**src/rtl/carpark_gate_ctrl.sv**
```systemverilog
// Entry-gate and slot-occupancy controller for a 4-slot car park.
// An arriving car gets the lowest free slot (A first) and the gate opens.
// The gate closes when the car passes, or after a timeout that releases the
// reservation. A short hold follows before the next grant.
// Departures clear slots in any state.
// occ is published as {A,B,C,D}, so slot n is bit 3-n.
//
// state    | meaning
// ---------+-----------------------------------------------------------
// ST_IDLE  | gate closed; grant or reject arrival requests
// ST_OPEN  | gate open for the granted slot, waiting for pass_sensor
// ST_CLOSE | gate closed, holding before the next grant is allowed
module carpark_gate_ctrl #(
  parameter int OPEN_TIMEOUT = 16,
  parameter int CLOSE_HOLD   = 4,
  parameter int TMR_W        = 5
) (
  input  logic       clk,
  input  logic       rst_n,
  input  logic       arrive_req,
  output logic       arrive_ack,
  output logic       arrive_rej,
  output logic [1:0] slot_id,
  input  logic       pass_sensor,
  input  logic       depart_valid,
  input  logic [1:0] depart_slot,
  output logic       depart_err,
  output logic       gate_open,
  output logic       timeout,
  output logic [3:0] occ,
  output logic [2:0] free_count,
  output logic       full
);

  typedef enum logic [1:0] {
    ST_IDLE  = 2'd0,
    ST_OPEN  = 2'd1,
    ST_CLOSE = 2'd2
  } state_t;

  localparam logic [TMR_W-1:0] OPEN_LAST  = TMR_W'(OPEN_TIMEOUT - 1);
  localparam logic [TMR_W-1:0] CLOSE_LAST = TMR_W'(CLOSE_HOLD - 1);

  state_t           r_state;
  state_t           w_state_nxt;
  logic [TMR_W-1:0] r_timer;
  logic [TMR_W-1:0] w_timer_nxt;
  logic [3:0]       r_occ;
  logic [3:0]       w_occ_nxt;
  logic [1:0]       r_slot_id;
  logic [1:0]       w_slot_nxt;
  logic             r_gate_open;
  logic             w_gate_nxt;
  logic             r_ack;
  logic             w_ack_nxt;
  logic             r_rej;
  logic             w_rej_nxt;
  logic             r_derr;
  logic             w_derr_nxt;
  logic             r_tmo;
  logic             w_tmo_nxt;

  logic             w_full;
  logic [1:0]       w_grant_slot;
  logic [3:0]       w_grant_mask;
  logic [3:0]       w_set_mask;
  logic [3:0]       w_tmo_clr;
  logic [3:0]       w_dep_mask;
  logic [3:0]       w_dep_clr;
  logic [3:0]       w_rsv_mask;

  assign w_full     = &r_occ;
  // Slot n lives at occ bit 3-n, so a right shift of the A bit addresses it.
  assign w_dep_mask = depart_valid ? (4'b1000 >> depart_slot) : 4'b0000;
  assign w_dep_clr  = w_dep_mask & r_occ;
  assign w_derr_nxt = |(w_dep_mask & ~r_occ);
  assign w_rsv_mask = 4'b1000 >> r_slot_id;

  // Lowest free slot, A first; only used when the car park is not full.
  always_comb begin
    w_grant_slot = 2'd0;
    w_grant_mask = 4'b0000;
    if (!r_occ[3]) begin
      w_grant_slot = 2'd0;
      w_grant_mask = 4'b1000;
    end else if (!r_occ[2]) begin
      w_grant_slot = 2'd1;
      w_grant_mask = 4'b0100;
    end else if (!r_occ[1]) begin
      w_grant_slot = 2'd2;
      w_grant_mask = 4'b0010;
    end else if (!r_occ[0]) begin
      w_grant_slot = 2'd3;
      w_grant_mask = 4'b0001;
    end
  end

  // Next-state and registered-output decode for the gate sequence.
  always_comb begin
    w_state_nxt = r_state;
    w_timer_nxt = r_timer;
    w_slot_nxt  = r_slot_id;
    w_gate_nxt  = 1'b0;
    w_ack_nxt   = 1'b0;
    w_rej_nxt   = 1'b0;
    w_tmo_nxt   = 1'b0;
    w_set_mask  = 4'b0000;
    w_tmo_clr   = 4'b0000;
    case (r_state)
      ST_IDLE: begin
        w_timer_nxt = '0;
        if (arrive_req) begin
          if (!w_full) begin
            w_set_mask  = w_grant_mask;
            w_slot_nxt  = w_grant_slot;
            w_ack_nxt   = 1'b1;
            w_gate_nxt  = 1'b1;
            w_state_nxt = ST_OPEN;
          end else if (!r_rej) begin
            // A held request sees a reject on every second cycle only.
            w_rej_nxt = 1'b1;
          end
        end
      end
      ST_OPEN: begin
        w_gate_nxt = 1'b1;
        if (pass_sensor) begin
          // Pass has priority over a timeout in the same cycle.
          w_gate_nxt  = 1'b0;
          w_timer_nxt = '0;
          w_state_nxt = ST_CLOSE;
        end else if (r_timer == OPEN_LAST) begin
          w_tmo_nxt   = 1'b1;
          w_tmo_clr   = w_rsv_mask;
          w_gate_nxt  = 1'b0;
          w_timer_nxt = '0;
          w_state_nxt = ST_CLOSE;
        end else begin
          w_timer_nxt = r_timer + 1'b1;
        end
      end
      ST_CLOSE: begin
        if (r_timer == CLOSE_LAST) begin
          w_timer_nxt = '0;
          w_state_nxt = ST_IDLE;
        end else begin
          w_timer_nxt = r_timer + 1'b1;
        end
      end
      default: begin
        w_timer_nxt = '0;
        w_state_nxt = ST_IDLE;
      end
    endcase
    // A grant only sets a free bit and a departure only clears an occupied
    // one, so the two updates never collide.
    w_occ_nxt = (r_occ & ~w_dep_clr & ~w_tmo_clr) | w_set_mask;
  end

  // State, timer, occupancy and all registered outputs.
  always_ff @(posedge clk or negedge rst_n) begin
    if (!rst_n) begin
      r_state     <= ST_IDLE;
      r_timer     <= '0;
      r_occ       <= 4'b0000;
      r_slot_id   <= 2'd0;
      r_gate_open <= 1'b0;
      r_ack       <= 1'b0;
      r_rej       <= 1'b0;
      r_derr      <= 1'b0;
      r_tmo       <= 1'b0;
    end else begin
      r_state     <= w_state_nxt;
      r_timer     <= w_timer_nxt;
      r_occ       <= w_occ_nxt;
      r_slot_id   <= w_slot_nxt;
      r_gate_open <= w_gate_nxt;
      r_ack       <= w_ack_nxt;
      r_rej       <= w_rej_nxt;
      r_derr      <= w_derr_nxt;
      r_tmo       <= w_tmo_nxt;
    end
  end

  assign arrive_ack = r_ack;
  assign arrive_rej = r_rej;
  assign slot_id    = r_slot_id;
  assign depart_err = r_derr;
  assign gate_open  = r_gate_open;
  assign timeout    = r_tmo;
  assign occ        = r_occ;
  assign full       = w_full;
  assign free_count = 3'd4 - ({2'b00, r_occ[0]} + {2'b00, r_occ[1]}
                            + {2'b00, r_occ[2]} + {2'b00, r_occ[3]});

endmodule

```
**config.mk**
```make
export PLATFORM = sky130hd
export DESIGN_NAME = carpark_gate_ctrl
export DESIGN_NICKNAME = d
export VERILOG_FILES = /design/src/rtl/carpark_gate_ctrl.sv
export SDC_FILE = /design/constraint.sdc
export NUM_CORES = 1
export LEC_CHECK = 0
export ABC_AREA = 0
export CAP_MARGIN = 20
export CORE_AREA = 2 2 56 58
export DETAILED_ROUTE_END_ITERATION = 16
export DIE_AREA = 0 0 58 60
export PLACE_DENSITY_LB_ADDON = 0.08
export SLEW_MARGIN = 15
export SYNTH_ARGS = -nofsm -noshare
export SYNTH_HDL_FRONTEND = slang
export SYNTH_SLANG_ARGS = --single-unit
```
**constraint.sdc**
```tcl
create_clock -name clk -period 2.9 [get_ports clk]
set_clock_uncertainty 0.05 [all_clocks]
set_input_delay 0.435 -clock clk [delete_from_list [all_inputs] [get_ports clk]]
set_output_delay 0.435 -clock clk [all_outputs]
set_load 0.01 [all_outputs]
```
Word level (Yosys, flattened, before mapping). Index checks and enable logic that the tools add are counted.

Latch bits: 0. Input port bits: 7. Output and inout port bits: 15. ROM bits: 0. Bits in registers: 18. Memory bits (writable): 0. Word-level logic and storage cells: 76. Memories: 0.

Div/mod/pow operators: 0. $mul: 0. Shift operators: 2. Muxes and demuxes: 38. Reductions and logical operators: 5. $lt $le $gt $ge: 0. Eq/ne operators: 8. Add/subtract/negate cells: 5. Bitwise operators: 9.

Operators by type and width (number): 4-bit two-way mux (8); 2-bit two-way mux (10); 4-bit AND (4); 5-bit two-way mux (3); 1-bit two-way mux (13); 4-bit inverter (3); 5-bit one-hot mux with 2 select lines (1); 4-bit AND reduction (2); 4-bit by 2-bit >> shifter with 4-bit output, first input constant (2); 2-bit inequality test, second input constant (3); 2-bit one-hot mux with 3 select lines (1); 5-bit by 1-bit adder with 5-bit output, second input constant (1); 5-bit by 2-bit equality test with 1-bit output, second input constant (1); 5-bit by 4-bit equality test with 1-bit output, second input constant (1); 4-bit OR (1); 4-bit OR reduction (1); 2-bit by 1-bit adder with 3-bit output (1); 3-bit by 1-bit adder with 3-bit output (1); 3-bit two-way mux (1); 3-bit inequality test, second input constant (1); 3-bit AND reduction (1); 3-bit subtractor, first input constant (1); 1-bit by 1-bit adder with 2-bit output (1); 2-bit by 1-bit equality test with 1-bit output, second input constant (1); 4 further kinds (4).

Longest topological paths before layout.
Word-level depth: 8. Depth in mapped cells: 6. Gate-level depth less buffers: 6.

Worst setup path before layout. No wires, ideal clock.

Kind: reg-to-output. Start point: register r_occ[1], in the netlist occ[1]. End point: output port free_count[1]. Cell stages (with the launch flop): 5. Data arrival time: 1518 ps. Slack: 897 ps. Cells stage by stage: dfrtp_1 > fa_1 > inv_1 > ha_1 > ha_1.

Word-level cells in the longest chain between the ends: 4.

RTL lines: start, declared (line 48) `logic [3:0] r_occ;`; start signal, assigned (line 175) `r_occ <= w_occ_nxt;`; 1-bit by 1-bit adder with 2-bit output (line 193) `assign free_count = 3'd4 - ({2'b00, r_occ[0]} + {2'b00, r_occ[1]}`; 2-bit by 1-bit adder with 3-bit output (line 194) `+ {2'b00, r_occ[2]} + {2'b00, r_occ[3]});`; 3-bit by 1-bit adder with 3-bit output (line 194); 3-bit subtractor (line 193); end, declared (line 31) `output logic [2:0] free_count,`.

Every way passes these cells.

Worst setup path in the final report. Same ends and word-level chain as after synthesis.

==> results by group <==
Outcome
  – Status: finished clean

STA
  – Slew Limit Headroom: 45.00%
  – Sum Neg Setup Slack: 0 ns
  – Final Hold Fails: 0
  – Minimum clock period: about 2.8 ns
  – Fin crit share: between 90% and 100%
  – Final Setup Violations: 0
  – RSZ-0062 raised after global routing: false
  – Final Slew Violations: 0
  – Fmax: 0.3557 GHz
  – Worst hold margin: 0.4021 ns
  – Worst-Margin Slew: around 0.82 ns

Synth
  – #FFs+latches synth: 18
  – Post-synth top area share: 46.15%
  – Synth Net Count: between 100 and 150
  – Synth area leader: dfrtp_1
  – Synth area leaders: dfrtp_1, ha_1, inv_1
  – Post-synthesis mux area share: approximately 3.5%
  – Async set or reset register ratio after synthesis: 100.0%
  – Synth Area in Compound Gates: between 10 and 15%
  – Synth warnings: 0
  – Synth Flop Type: dfrtp_1
  – Register area share after synthesis: a little under half
  – Netlist cell types: 33
  – Largest family of logic cells by synthesized area: simple AND/OR/NAND/NOR gates
  – Post-Synth Simple-Gate Area: roughly 22%
  – Mapped Cells: 93
  – Post-Synth Adder-Cell Area: ~12%
  – Post-synth EDFFs: 0
  – Synth Area in XOR/XNOR: 1.795%
  – Syn_area_per_cell: 10.49 um^2
  – Cell Area, Synth: approximately 980 um^2

Routing
  – DRT iter0 DRCs: 26
  – Routed vias: around 760
  – DR DRC count: 0
  – First-pass DRT Iterations: 4
  – WL/cell: 13.88 um
  – Routed Antenna Nets: 0
  – Routed Wire Length: approximately 2100 um
  – Vias per std cell: between 5 and 6

GRT
  – GRT Total Usage: around 13%
  – Initial antenna violation count: 0
  – Gr ovfl total: 0
  – First-pass GRT wire length: ~3500 um
  – Number of global-route vias before repair: between 700 and 800
  – Largest net degree at the start of global routing: 19

Die
  – Core Region: 0.002903 mm^2
  – Starting Density: between 30% and 40%
  – # rows: 20
  – Die height: ~60 um
  – Chip width: 58 um
  – Boundary Pins: 22
  – Die ar.: roughly 0.0035 mm^2

Pwr
  – Power per cell area: roughly 990 mW/mm^2
  – VDD IR max: between 500 and 600 uV
  – Leakage Power: ~0.55 nW

CTS
  – Worst-skew pair later-pin latency: about 0.3 ns
  – Hold-fix buffers at CTS: 0
  – Post-CTS Setup Bufs: 0
  – Clock Tree Buf Depth: 2
  – CTS root buf: clkbuf_4
  – TritonCTS clock tree: yes
  – CTS-repair resized insts: 0
  – H-tree level count: 1
  – Sink Count: 18
  – CTS buffer count: 3
  – Reg clk slew, reported paths: roughly 0.1 ns

Worst setup path
  – Crit. End Element: primary output
  – Crit start category: flop
  – Slowest cell on the critical path: fa_1
  – WP data arrival: 2.33 ns
  – Cell mode on critical path: ha_1
  – Crit path kind: reg2out
  – Crit-path cells: fa_1 -> inv_1 -> ha_1 -> ha_1 -> clkdlybuf4s50_1
  – CP peak stage delay: roughly 0.55 ns
  – Critical path data required time: 2.41 ns
  – CP max FO: 8

Cells and area
  – Most common cell after layout, fill and taps aside: clkdlybuf4s50_1
  – Synthesis-to-layout area growth: 29.10%
  – Commonest cells after routing, fill and taps aside: clkdlybuf4s50_1, dfrtp_1, inv_1, nand2_1, ha_1
  – Fillers: just under 300
  – Fraction of layout instances using a drive strength above 1: roughly 11%
  – Layout net count: 136
  – Ant. Diodes: 0
  – Cell area after layout: 0.001260 mm^2
  – Post-Route Utilization: between 40 and 50%

Flow run
  – Maxcap violations: 0

Place
  – Placed standard-cell area: approximately 0.0012 mm^2
  – IO buf count: 21
  – RePlAce Congestion: between 0.7 and 0.8
  – Post-detail-place hpwl: around 1600 um

Min path
  – Worst hold path class: reg2reg
-- critical path: cells and delay by family, from the launching register on --
| family | cells | cell delay [ns] |
|---|---|---|
| fa+ha+maj | 3 | 0.98 |
| buf+inv | 2 | 0.57 |
| flops | 1 | 0.47 |
-- flip-flops by register name, indices dropped and copies added (netlist names) --
register and cells:
gate_open 1, depart_err 1, r_state 2, r_timer 5
arrive_ack 1, arrive_rej 1, timeout 1, slot_id 2
occ 4
-- synthesized netlist by cell type, types with 2 or more instances --
cell       n
nor3_1     2
nor2_1     3
o21ai_1    2
ha_1       8
xor2_1     2
nand3_1    5
nand3b_1   2
o21ai_0    2
a31oi_1    2
nand2b_1   3
a31o_1     2
inv_1     10
o22ai_1    4
dfrtp_1   18
nand2_1   10
-- routing by layer --
metal  vias to the layer above  GRT usage, %  part of all wire [%]
met4                         0         6.977                   2.0
met3                         5         3.030                   4.8
li1                        380             -                     -
met5                         -             0                     0
met2                        23         19.16                    41
met1                       355         18.97                    52
-- where the power goes --
part           internal, mW  switching, mW
registers             0.327         0.0863
clock network        0.0484         0.0811
logic                 0.381          0.319
-- kinds of logic (layout without fill, tap and decap cells) --
logic type      Yosys count  count (layout)
mux                       2               2
compound gates           15              15
fa+ha+maj                 9               9
simple gates             37              37
flops                    18              18
xor+xnor                  2               2
buf+inv                  10              35
-- path summary, 6_finish.rpt --
| check | slack (ns) | startpoint | endpoint | depth (start not counted) |
|---|---|---|---|---|
| worst max-delay path | 0.09 | occ[1] | free_count[1] | 5 |
| worst min-delay path | 0.40 | arrive_rej | arrive_rej | 1 |
| worst max register to register | 1.19 | r_timer[0] | r_state[1] | 5 |
| worst min register to register | 0.40 | arrive_rej | arrive_rej | 1 |
| max in group asynchronous | 1.69 | rst_n | occ[1] | 1 |
| min in group asynchronous | 0.55 | rst_n | r_timer[4] | 1 |
-- through the flow --
| stage | instances | total power, mW | worst slack (ns) |
|---|---|---|---|
| 6_report | 151 | 1.243 | 0.08886 |
| 5_1_grt | 151 | 1.345 | 0.006252 |
| 4_1_cts | 151 | 1.255 | 0.04708 |
| 3_5_place_dp | 148 | 1.124 | 0.3806 |
| 3_3_place_gp | 148 | 1.105 | 0.4111 |
| 2_1_floorplan | 93 | 0.7697 | 0.8971 |
-- layout make-up --
cell class / instances / area (um^2) / share of cell area, %
Clock buffer: 3 / 22.52 / 1.787
Timing Repair Buffer: 22 / 217.7 / 17.28
Multi-Input combinational cell: 65 / 488.0 / 38.73
Tap cell: 33 / 41.29 / 3.277
Sequential cell: 18 / 452.9 / 35.95
Inverter: 10 / 37.54 / 2.979
Power figures use the tool's default switching activity.
